<file path="config.mk">
export PLATFORM = sky130hd
export DESIGN_NAME = mlbmp_plot_flat
export DESIGN_NICKNAME = d
export VERILOG_FILES = /design/src/rtl/fb_pkg.sv /design/src/rtl/mlbmp_plot_if.sv /design/src/rtl/mlbmp_pix_addr.sv /design/src/rtl/mlbmp_plot.sv /design/src/flat_wrapper.sv
export SDC_FILE = /design/constraint.sdc
export NUM_CORES = 1
export LEC_CHECK = 0
export BUFFER_PORTS_ARGS = -buffer_cell sky130_fd_sc_hd__buf_4
export CAP_MARGIN = 20
export CORE_AREA = 5 5 96 98
export CTS_CLUSTER_DIAMETER = 50
export DETAILED_ROUTE_END_ITERATION = 10
export DIE_AREA = 0 0 101 103
export GPL_ROUTABILITY_DRIVEN = 0
export PLACE_DENSITY = 0.7
export REMOVE_ABC_BUFFERS = 1
export SLEW_MARGIN = 10
export SYNTH_ARGS = -nofsm -noshare
export SYNTH_HDL_FRONTEND = slang
export SYNTH_HIERARCHICAL = 1
export SYNTH_SLANG_ARGS = --single-unit
</file>
<file path="constraint.sdc">
create_clock -name clk -period 2.2 [get_ports clk]
set_input_delay 0.44 -clock clk [delete_from_list [all_inputs] [get_ports clk]]
set_output_delay 0.44 -clock clk [all_outputs]
set_load 0.05 [all_outputs]
</file>
<file path="src/rtl/fb_pkg.sv">
// Shared definitions for the 1-bpp mono bitmap framebuffer (scan-out and host write side).
package fb_pkg;

    localparam int unsigned SCR_AW    = 16;
    localparam int unsigned BMP_W     = 320;
    localparam int unsigned BMP_H     = 240;
    localparam int unsigned COL_W     = 9;
    localparam int unsigned ROW_W     = 8;
    localparam int unsigned ROW_LSB   = 8;
    localparam int unsigned BIDX_W    = 6;

    typedef enum logic [1:0] {
        OP_SET  = 2'b00,
        OP_CLR  = 2'b01,
        OP_TGL  = 2'b10,
        OP_FILL = 2'b11
    } op_e;

    // Screen address {row, 2'b00, byte}; the two gap bits keep rows on a 256-byte pitch.
    function automatic logic [SCR_AW-1:0] scr_addr(logic [ROW_W-1:0] row,
                                                   logic [BIDX_W-1:0] bidx);
        return {row, 2'b00, bidx};
    endfunction

    function automatic logic [7:0] apply_op(op_e op, logic [7:0] rdata, logic [7:0] mask);
        logic [7:0] res;
        res = rdata;
        case (op)
            OP_SET:  res = rdata | mask;
            OP_CLR:  res = rdata & ~mask;
            OP_TGL:  res = rdata ^ mask;
            default: res = rdata;
        endcase
        return res;
    endfunction

endpackage

</file>
<file path="src/rtl/mlbmp_plot_if.sv">
// Command and screen-RAM bus of the bitmap pixel writer.
interface mlbmp_plot_if;
    import fb_pkg::*;

    logic              cmd_valid;
    logic              cmd_ready;
    logic [1:0]        cmd_op;
    logic [COL_W-1:0]  cmd_col;
    logic [ROW_W-1:0]  cmd_row;
    logic              cmd_fill;
    logic              done;
    logic              err;
    logic              mem_req;
    logic              mem_gnt;
    logic              mem_we;
    logic [SCR_AW-1:0] mem_addr;
    logic [7:0]        mem_wdata;
    logic [7:0]        mem_rdata;

    modport master (
        output cmd_valid, cmd_op, cmd_col, cmd_row, cmd_fill, mem_gnt, mem_rdata,
        input  cmd_ready, done, err, mem_req, mem_we, mem_addr, mem_wdata
    );

    modport slave (
        input  cmd_valid, cmd_op, cmd_col, cmd_row, cmd_fill, mem_gnt, mem_rdata,
        output cmd_ready, done, err, mem_req, mem_we, mem_addr, mem_wdata
    );

endinterface

</file>
<file path="src/rtl/mlbmp_pix_addr.sv">
// Pixel coordinate to screen byte address and bit mask; column 0 is the byte MSB.
module mlbmp_pix_addr
    import fb_pkg::*;
(
    input  logic [COL_W-1:0]  col,
    input  logic [ROW_W-1:0]  row,
    output logic [SCR_AW-1:0] addr,
    output logic [7:0]        mask
);

    assign addr = scr_addr(row, col[COL_W-1:3]);
    assign mask = 8'h80 >> col[2:0];

endmodule

</file>
<file path="src/rtl/mlbmp_plot.sv">
// Host pixel writer: set/clear/toggle via byte read-modify-write, or whole-screen fill,
// over a request/grant screen-RAM port.
module mlbmp_plot
    import fb_pkg::*;
#(
    parameter int unsigned RD_LAT    = 1,
    parameter int unsigned COL_BYTES = 40,
    parameter int unsigned ROWS      = 240
) (
    input  logic        clk,
    input  logic        rst_n,
    mlbmp_plot_if.slave bus
);

    localparam logic [COL_W:0]      ColLim   = (COL_W + 1)'(COL_BYTES * 8);
    localparam logic [ROW_W:0]      RowLim   = (ROW_W + 1)'(ROWS);
    localparam logic [ROW_W-1:0]    RowLast  = ROW_W'(ROWS - 1);
    localparam logic [BIDX_W-1:0]   BidxLast = BIDX_W'(COL_BYTES - 1);
    localparam logic [1:0]          WaitInit = 2'(RD_LAT - 1);

    typedef enum logic [2:0] {StIdle, StRd, StRwait, StWr, StFill, StDone} state_e;

    state_e            state_q;
    op_e               op_q;
    logic [7:0]        mask_q;
    logic [1:0]        wait_q;
    logic [ROW_W-1:0]  r_q;
    logic [BIDX_W-1:0] b_q;
    logic              mem_req_q, mem_we_q, done_q, err_q;
    logic [SCR_AW-1:0] mem_addr_q;
    logic [7:0]        mem_wdata_q;

    logic [SCR_AW-1:0] pix_addr;
    logic [7:0]        pix_mask;
    logic              in_range;
    logic              fill_last;

    mlbmp_pix_addr u_pix_addr (
        .col  (bus.cmd_col),
        .row  (bus.cmd_row),
        .addr (pix_addr),
        .mask (pix_mask)
    );

    assign in_range  = ({1'b0, bus.cmd_col} < ColLim) && ({1'b0, bus.cmd_row} < RowLim);
    assign fill_last = (r_q == RowLast) && (b_q == BidxLast);

    always_ff @(posedge clk or negedge rst_n) begin
        if (!rst_n) begin
            state_q     <= StIdle;
            op_q        <= OP_SET;
            mask_q      <= '0;
            wait_q      <= '0;
            r_q         <= '0;
            b_q         <= '0;
            mem_req_q   <= 1'b0;
            mem_we_q    <= 1'b0;
            mem_addr_q  <= '0;
            mem_wdata_q <= '0;
            done_q      <= 1'b0;
            err_q       <= 1'b0;
        end else begin
            case (state_q)
                StIdle: begin
                    if (bus.cmd_valid) begin
                        op_q   <= op_e'(bus.cmd_op);
                        mask_q <= pix_mask;
                        if (op_e'(bus.cmd_op) == OP_FILL) begin
                            state_q     <= StFill;
                            r_q         <= '0;
                            b_q         <= '0;
                            mem_req_q   <= 1'b1;
                            mem_we_q    <= 1'b1;
                            mem_addr_q  <= scr_addr('0, '0);
                            mem_wdata_q <= {8{bus.cmd_fill}};
                        end else if (!in_range) begin
                            state_q <= StDone;
                            done_q  <= 1'b1;
                            err_q   <= 1'b1;
                        end else begin
                            state_q    <= StRd;
                            mem_req_q  <= 1'b1;
                            mem_we_q   <= 1'b0;
                            mem_addr_q <= pix_addr;
                        end
                    end
                end
                StRd: begin
                    if (bus.mem_gnt) begin
                        state_q   <= StRwait;
                        mem_req_q <= 1'b0;
                        wait_q    <= WaitInit;
                    end
                end
                StRwait: begin
                    if (wait_q == 2'd0) begin
                        state_q     <= StWr;
                        mem_req_q   <= 1'b1;
                        mem_we_q    <= 1'b1;
                        mem_wdata_q <= apply_op(op_q, bus.mem_rdata, mask_q);
                    end else begin
                        wait_q <= wait_q - 2'd1;
                    end
                end
                StWr: begin
                    if (bus.mem_gnt) begin
                        state_q   <= StDone;
                        mem_req_q <= 1'b0;
                        mem_we_q  <= 1'b0;
                        done_q    <= 1'b1;
                    end
                end
                StFill: begin
                    if (bus.mem_gnt) begin
                        if (fill_last) begin
                            state_q   <= StDone;
                            mem_req_q <= 1'b0;
                            mem_we_q  <= 1'b0;
                            done_q    <= 1'b1;
                        end else if (b_q == BidxLast) begin
                            b_q        <= '0;
                            r_q        <= r_q + 1'b1;
                            mem_addr_q <= scr_addr(r_q + 1'b1, '0);
                        end else begin
                            b_q        <= b_q + 1'b1;
                            mem_addr_q <= scr_addr(r_q, b_q + 1'b1);
                        end
                    end
                end
                StDone: begin
                    state_q <= StIdle;
                    done_q  <= 1'b0;
                    err_q   <= 1'b0;
                end
                default: state_q <= StIdle;
            endcase
        end
    end

    assign bus.cmd_ready = (state_q == StIdle);
    assign bus.mem_req   = mem_req_q;
    assign bus.mem_we    = mem_we_q;
    assign bus.mem_addr  = mem_addr_q;
    assign bus.mem_wdata = mem_wdata_q;
    assign bus.done      = done_q;
    assign bus.err       = err_q;

endmodule

</file>
<file path="src/flat_wrapper.sv">
// flat-port wrapper written by rule: the top's interface ports become plain ports
module mlbmp_plot_flat import fb_pkg::*;
#(
    parameter int unsigned RD_LAT    = 1,
    parameter int unsigned COL_BYTES = 40,
    parameter int unsigned ROWS      = 240
)
  (clk, rst_n, bus_cmd_valid, bus_cmd_op, bus_cmd_col, bus_cmd_row, bus_cmd_fill, bus_mem_gnt, bus_mem_rdata, bus_cmd_ready, bus_done, bus_err, bus_mem_req, bus_mem_we, bus_mem_addr, bus_mem_wdata);
  mlbmp_plot_if bus_i ();
  input  logic clk;
  input  logic rst_n;
  input wire logic [$bits(bus_i.cmd_valid)-1:0] bus_cmd_valid;
  input wire logic [$bits(bus_i.cmd_op)-1:0] bus_cmd_op;
  input wire logic [$bits(bus_i.cmd_col)-1:0] bus_cmd_col;
  input wire logic [$bits(bus_i.cmd_row)-1:0] bus_cmd_row;
  input wire logic [$bits(bus_i.cmd_fill)-1:0] bus_cmd_fill;
  input wire logic [$bits(bus_i.mem_gnt)-1:0] bus_mem_gnt;
  input wire logic [$bits(bus_i.mem_rdata)-1:0] bus_mem_rdata;
  output wire logic [$bits(bus_i.cmd_ready)-1:0] bus_cmd_ready;
  output wire logic [$bits(bus_i.done)-1:0] bus_done;
  output wire logic [$bits(bus_i.err)-1:0] bus_err;
  output wire logic [$bits(bus_i.mem_req)-1:0] bus_mem_req;
  output wire logic [$bits(bus_i.mem_we)-1:0] bus_mem_we;
  output wire logic [$bits(bus_i.mem_addr)-1:0] bus_mem_addr;
  output wire logic [$bits(bus_i.mem_wdata)-1:0] bus_mem_wdata;
  assign bus_i.cmd_valid = bus_cmd_valid;
  assign bus_i.cmd_op = bus_cmd_op;
  assign bus_i.cmd_col = bus_cmd_col;
  assign bus_i.cmd_row = bus_cmd_row;
  assign bus_i.cmd_fill = bus_cmd_fill;
  assign bus_i.mem_gnt = bus_mem_gnt;
  assign bus_i.mem_rdata = bus_mem_rdata;
  assign bus_cmd_ready = bus_i.cmd_ready;
  assign bus_done = bus_i.done;
  assign bus_err = bus_i.err;
  assign bus_mem_req = bus_i.mem_req;
  assign bus_mem_we = bus_i.mem_we;
  assign bus_mem_addr = bus_i.mem_addr;
  assign bus_mem_wdata = bus_i.mem_wdata;
  mlbmp_plot #(.RD_LAT(RD_LAT), .COL_BYTES(COL_BYTES), .ROWS(ROWS)) u_core (.clk(clk), .rst_n(rst_n), .bus(bus_i));
endmodule
</file>
==> results.toml <==
[outcome]
outcome = "finished, final reports clean"

[global_routing]
busiest_layer = "met2"
use_met1 = 0.262
gr-total-overflow = 0
grt_pass1_wl_mm = 16.7
grt_pass1_vias = 3388
antenna_found_initial = 0
globalRouteMet2Util = 0.334
met3_usage = 0.0501
grt_start_max_net_pins = 58
grt_use_total = 0.202

[critical_path]
path_cells = "buf_4, or2_2, nor2_2, buf_6"
end_kind = "output port"
critPathMaxStageDelay_ps = 470
crit_type = "reg2out"
crit_arrival_ps = 1650
cp_slowest_cell = "dfrtp_2"
path_max_fanout = 13
crit_required_ps = 1760
critPathLaunchType = "flip-flop"

[logic_synthesis]
synth_seq_area_share = 0.356
synth_mux_area_frac = 0.0946
synth.cell_area_sq_mm = 0.00401
syn_area_per_cell_sq_um = 9.41
yosys.area_share.simple = 0.212
ys_warn_count = 6
synthAdderAreaFrac = 0.0593
synth_xor_area_frac = 0.00874
synth-edff-count = 0
synthArstFlopShare = 1.00
synthDistinctLibCells = 71
syn_inst = 426
synth-main-ff-cell = "dfrtp_1"
synth-seq-cells = 57
synth_compound_gate_area_share = 0.169
synth_top_family_by_area = "simple AND/OR/NAND/NOR gates"

[sta]
finalHoldViolations = 0
whs_ps = 154
timing.final.crit_share = 0.949
fin_ws_ps = 112
maxSlewViolCount = 0
clock_skew_ps = 12.0
finalSetupViolCount = 0
fin_crit_ps = 2090
tightest_slew_ps = 738
fin_setup_tns_ps = 0
slew_headroom = 0.508
rsz0062_at_grt = "no"
max_freq_mhz = 479

[route]
totalWireLength_mm = 9.66
drc = 0
wl_per_cell_um = 16.4
antenna_left = 0
dr.pass1.iters = 5
vias_per_cell = 5.73
num_vias = 3371
dr.first_iter.drc_count = 217

[clock_network]
htreeDepth = 3
numClockSinks = 57
cts_hold_buf = 0
path_clk_slew_ps = 70
cts_buffer_depth = 2
cts_buffers = 9
cts_tree = "done"
clk_latency_ps = 340
clock_tree.root_cell = "clkbuf_8"
post_cts_buffers = 0

[place]
place_inst = 572
dp_hpwl_mm = 7.09
pre_cts_ws_ps = 146
io_buffers = 60

[power_and_ir_drop]
swShare = 0.449
p_int_uw = 3450
clkPwrFrac = 0.184
pwr-share-seq = 0.280
powerDensity_mw_per_mm2 = 1330
comb_power_share = 0.536
p_leak_uw = 0.00217
irDropWorstVdd_v = 0.000510
p_sw_uw = 2820

[floorplan]
fp.dieW_um = 101
boundaryPins = 61
die_y_um = 103
rows = 34
start_util = 0.478
die_area_sq_mm = 0.0104
core_area_sq_mm = 0.00838

[run]
cap_violations = 0

[finish]
stdcell_count = 588
area_growth_pct = 18.0
fin_nets = 526
final_layout_size_suffix_gt1_frac = 0.294
diodes = 0

[worst_hold_path]
hold_path_class = "in2async"
[cell families after synthesis]
family | count (synthesis)
simple gates | 141
compound gates | 102
buf+inv | 77
flops | 57
mux | 25
fa+ha+maj | 19
xor+xnor | 4
other cells | 1
[power groups by stage]
stage                     clock network, uW  logic (uW)  registers, uW
after floorplan                           0        1430           2620
after global placement                    0        3290           1770
after detailed placement                  0        3340           1780
after CTS                              1180        3350           1760
after global routing                   1230        3640           1820
final                                  1150        3360           1760
[layout by cell type (no fill, tap or decap), types with 3 or more instances in the layout]
cell type,count
ha_1,19
nor2_1,27
nand3_1,22
buf_4,78
o211ai_1,3
nand2_1,33
clkbuf_8,11
nor3b_1,3
mux2_4,3
mux2i_1,3
dfrtp_1,56
mux4_2,8
o2bb2ai_1,3
and2_1,6
a21o_1,5
inv_1,34
nand4_1,4
o31ai_1,8
a211o_1,3
and3b_2,3
a31oi_1,16
a21oi_1,15
o21ai_0,27
and3_1,3
nor3_1,9
mux2_2,10
[flip-flops by register name (all words and copies together), names as in the netlist]
register and count:
u_core/r_q 8, u_core/mask_q 8, u_core/state_q 3, u_core/wait_q 2, u_core/bus.mem_req 1, u_core/b_q 6, u_core/op_q 2, u_core/bus.done 1
u_core/bus.mem_wdata 8, u_core/bus.err 1, u_core/bus.mem_addr 16, u_core/bus.mem_we 1
[critical path, delay by kind of cell (launching register included)]
family / cells / cell delay, ps
simple gates: 2 / 470
flops: 1 / 470
buf+inv: 2 / 380
[layer usage]
layer,vias up,wire length (um)
li1,1626,-
met1,1612,4070
met2,119,4850
met3,14,606
met4,0,136
met5,-,0
[timing repair]
action,CTS,global route
gates resized for setup,0,4
setup endpoints to repair,0,5
endpoints found under the hold margin,0,0
[final cells by class]
class / count / area (sq um)
clock buffer: 12 / 155
clock inverter: 4 / 75.1
fill: 728 / 3650
inverter: 34 / 128
multi-input combinational: 293 / 2190
sequential: 57 / 1430
tap: 108 / 135
timing repair buffer: 80 / 617
[path summary, 6_finish.rpt]
path                                             start                 endpoint  slack [ps]  cells after the start
worst max-delay path                 u_core/state_q[1]            bus_cmd_ready         110                      4
worst min-delay path                             rst_n   u_core/bus.mem_addr[0]         150                      1
worst max register to register           u_core/r_q[1]          u_core/bus.done         200                      5
worst min register to register  u_core/bus.mem_addr[2]   u_core/bus.mem_addr[2]         500                      1
max in group asynchronous                        rst_n        u_core/state_q[1]        1510                      1
min in group clk                        bus_cmd_row[7]  u_core/bus.mem_addr[15]         370                      3
[cells in the mapped netlist, types with 3 or more instances]
| cell type | n | share of area |
|---|---|---|
| a211o_1 | 3 | 0.0066 |
| a21o_1 | 5 | 0.0094 |
| a21oi_1 | 15 | 0.019 |
| a31oi_1 | 16 | 0.025 |
| and2_1 | 6 | 0.0094 |
| and3_1 | 3 | 0.0047 |
| and3b_2 | 3 | 0.0075 |
| buf_2 | 9 | 0.011 |
| buf_4 | 19 | 0.036 |
| buf_6 | 4 | 0.011 |
| clkbuf_1 | 10 | 0.0094 |
| dfrtp_1 | 57 | 0.36 |
| ha_1 | 19 | 0.059 |
| inv_1 | 34 | 0.032 |
| mux2_2 | 10 | 0.028 |
| mux2_4 | 3 | 0.011 |
| mux2i_1 | 3 | 0.0075 |
| mux4_2 | 8 | 0.045 |
| nand2_1 | 33 | 0.031 |
| nand3_1 | 22 | 0.027 |
| nand4_1 | 4 | 0.0062 |
| nor2_1 | 28 | 0.026 |
| nor3_1 | 9 | 0.011 |
| nor3b_1 | 3 | 0.0056 |
| o211ai_1 | 3 | 0.0056 |
| o21ai_0 | 27 | 0.034 |
| o2bb2ai_1 | 3 | 0.0066 |
| o31ai_1 | 8 | 0.015 |
[per-stage QoR]
step | instance area (sq um) | utilization | total power [uW]
2_1_floorplan | 3740 | - | 4050
3_3_place_gp | 4490 | 0.535 | 5050
3_5_place_dp | 4490 | 0.535 | 5120
4_1_cts | 4720 | 0.563 | 6290
5_1_grt | 4730 | 0.564 | 6700
6_report | 4730 | 0.564 | 6270
No activity file was read; power rests on OpenSTA's default activity.
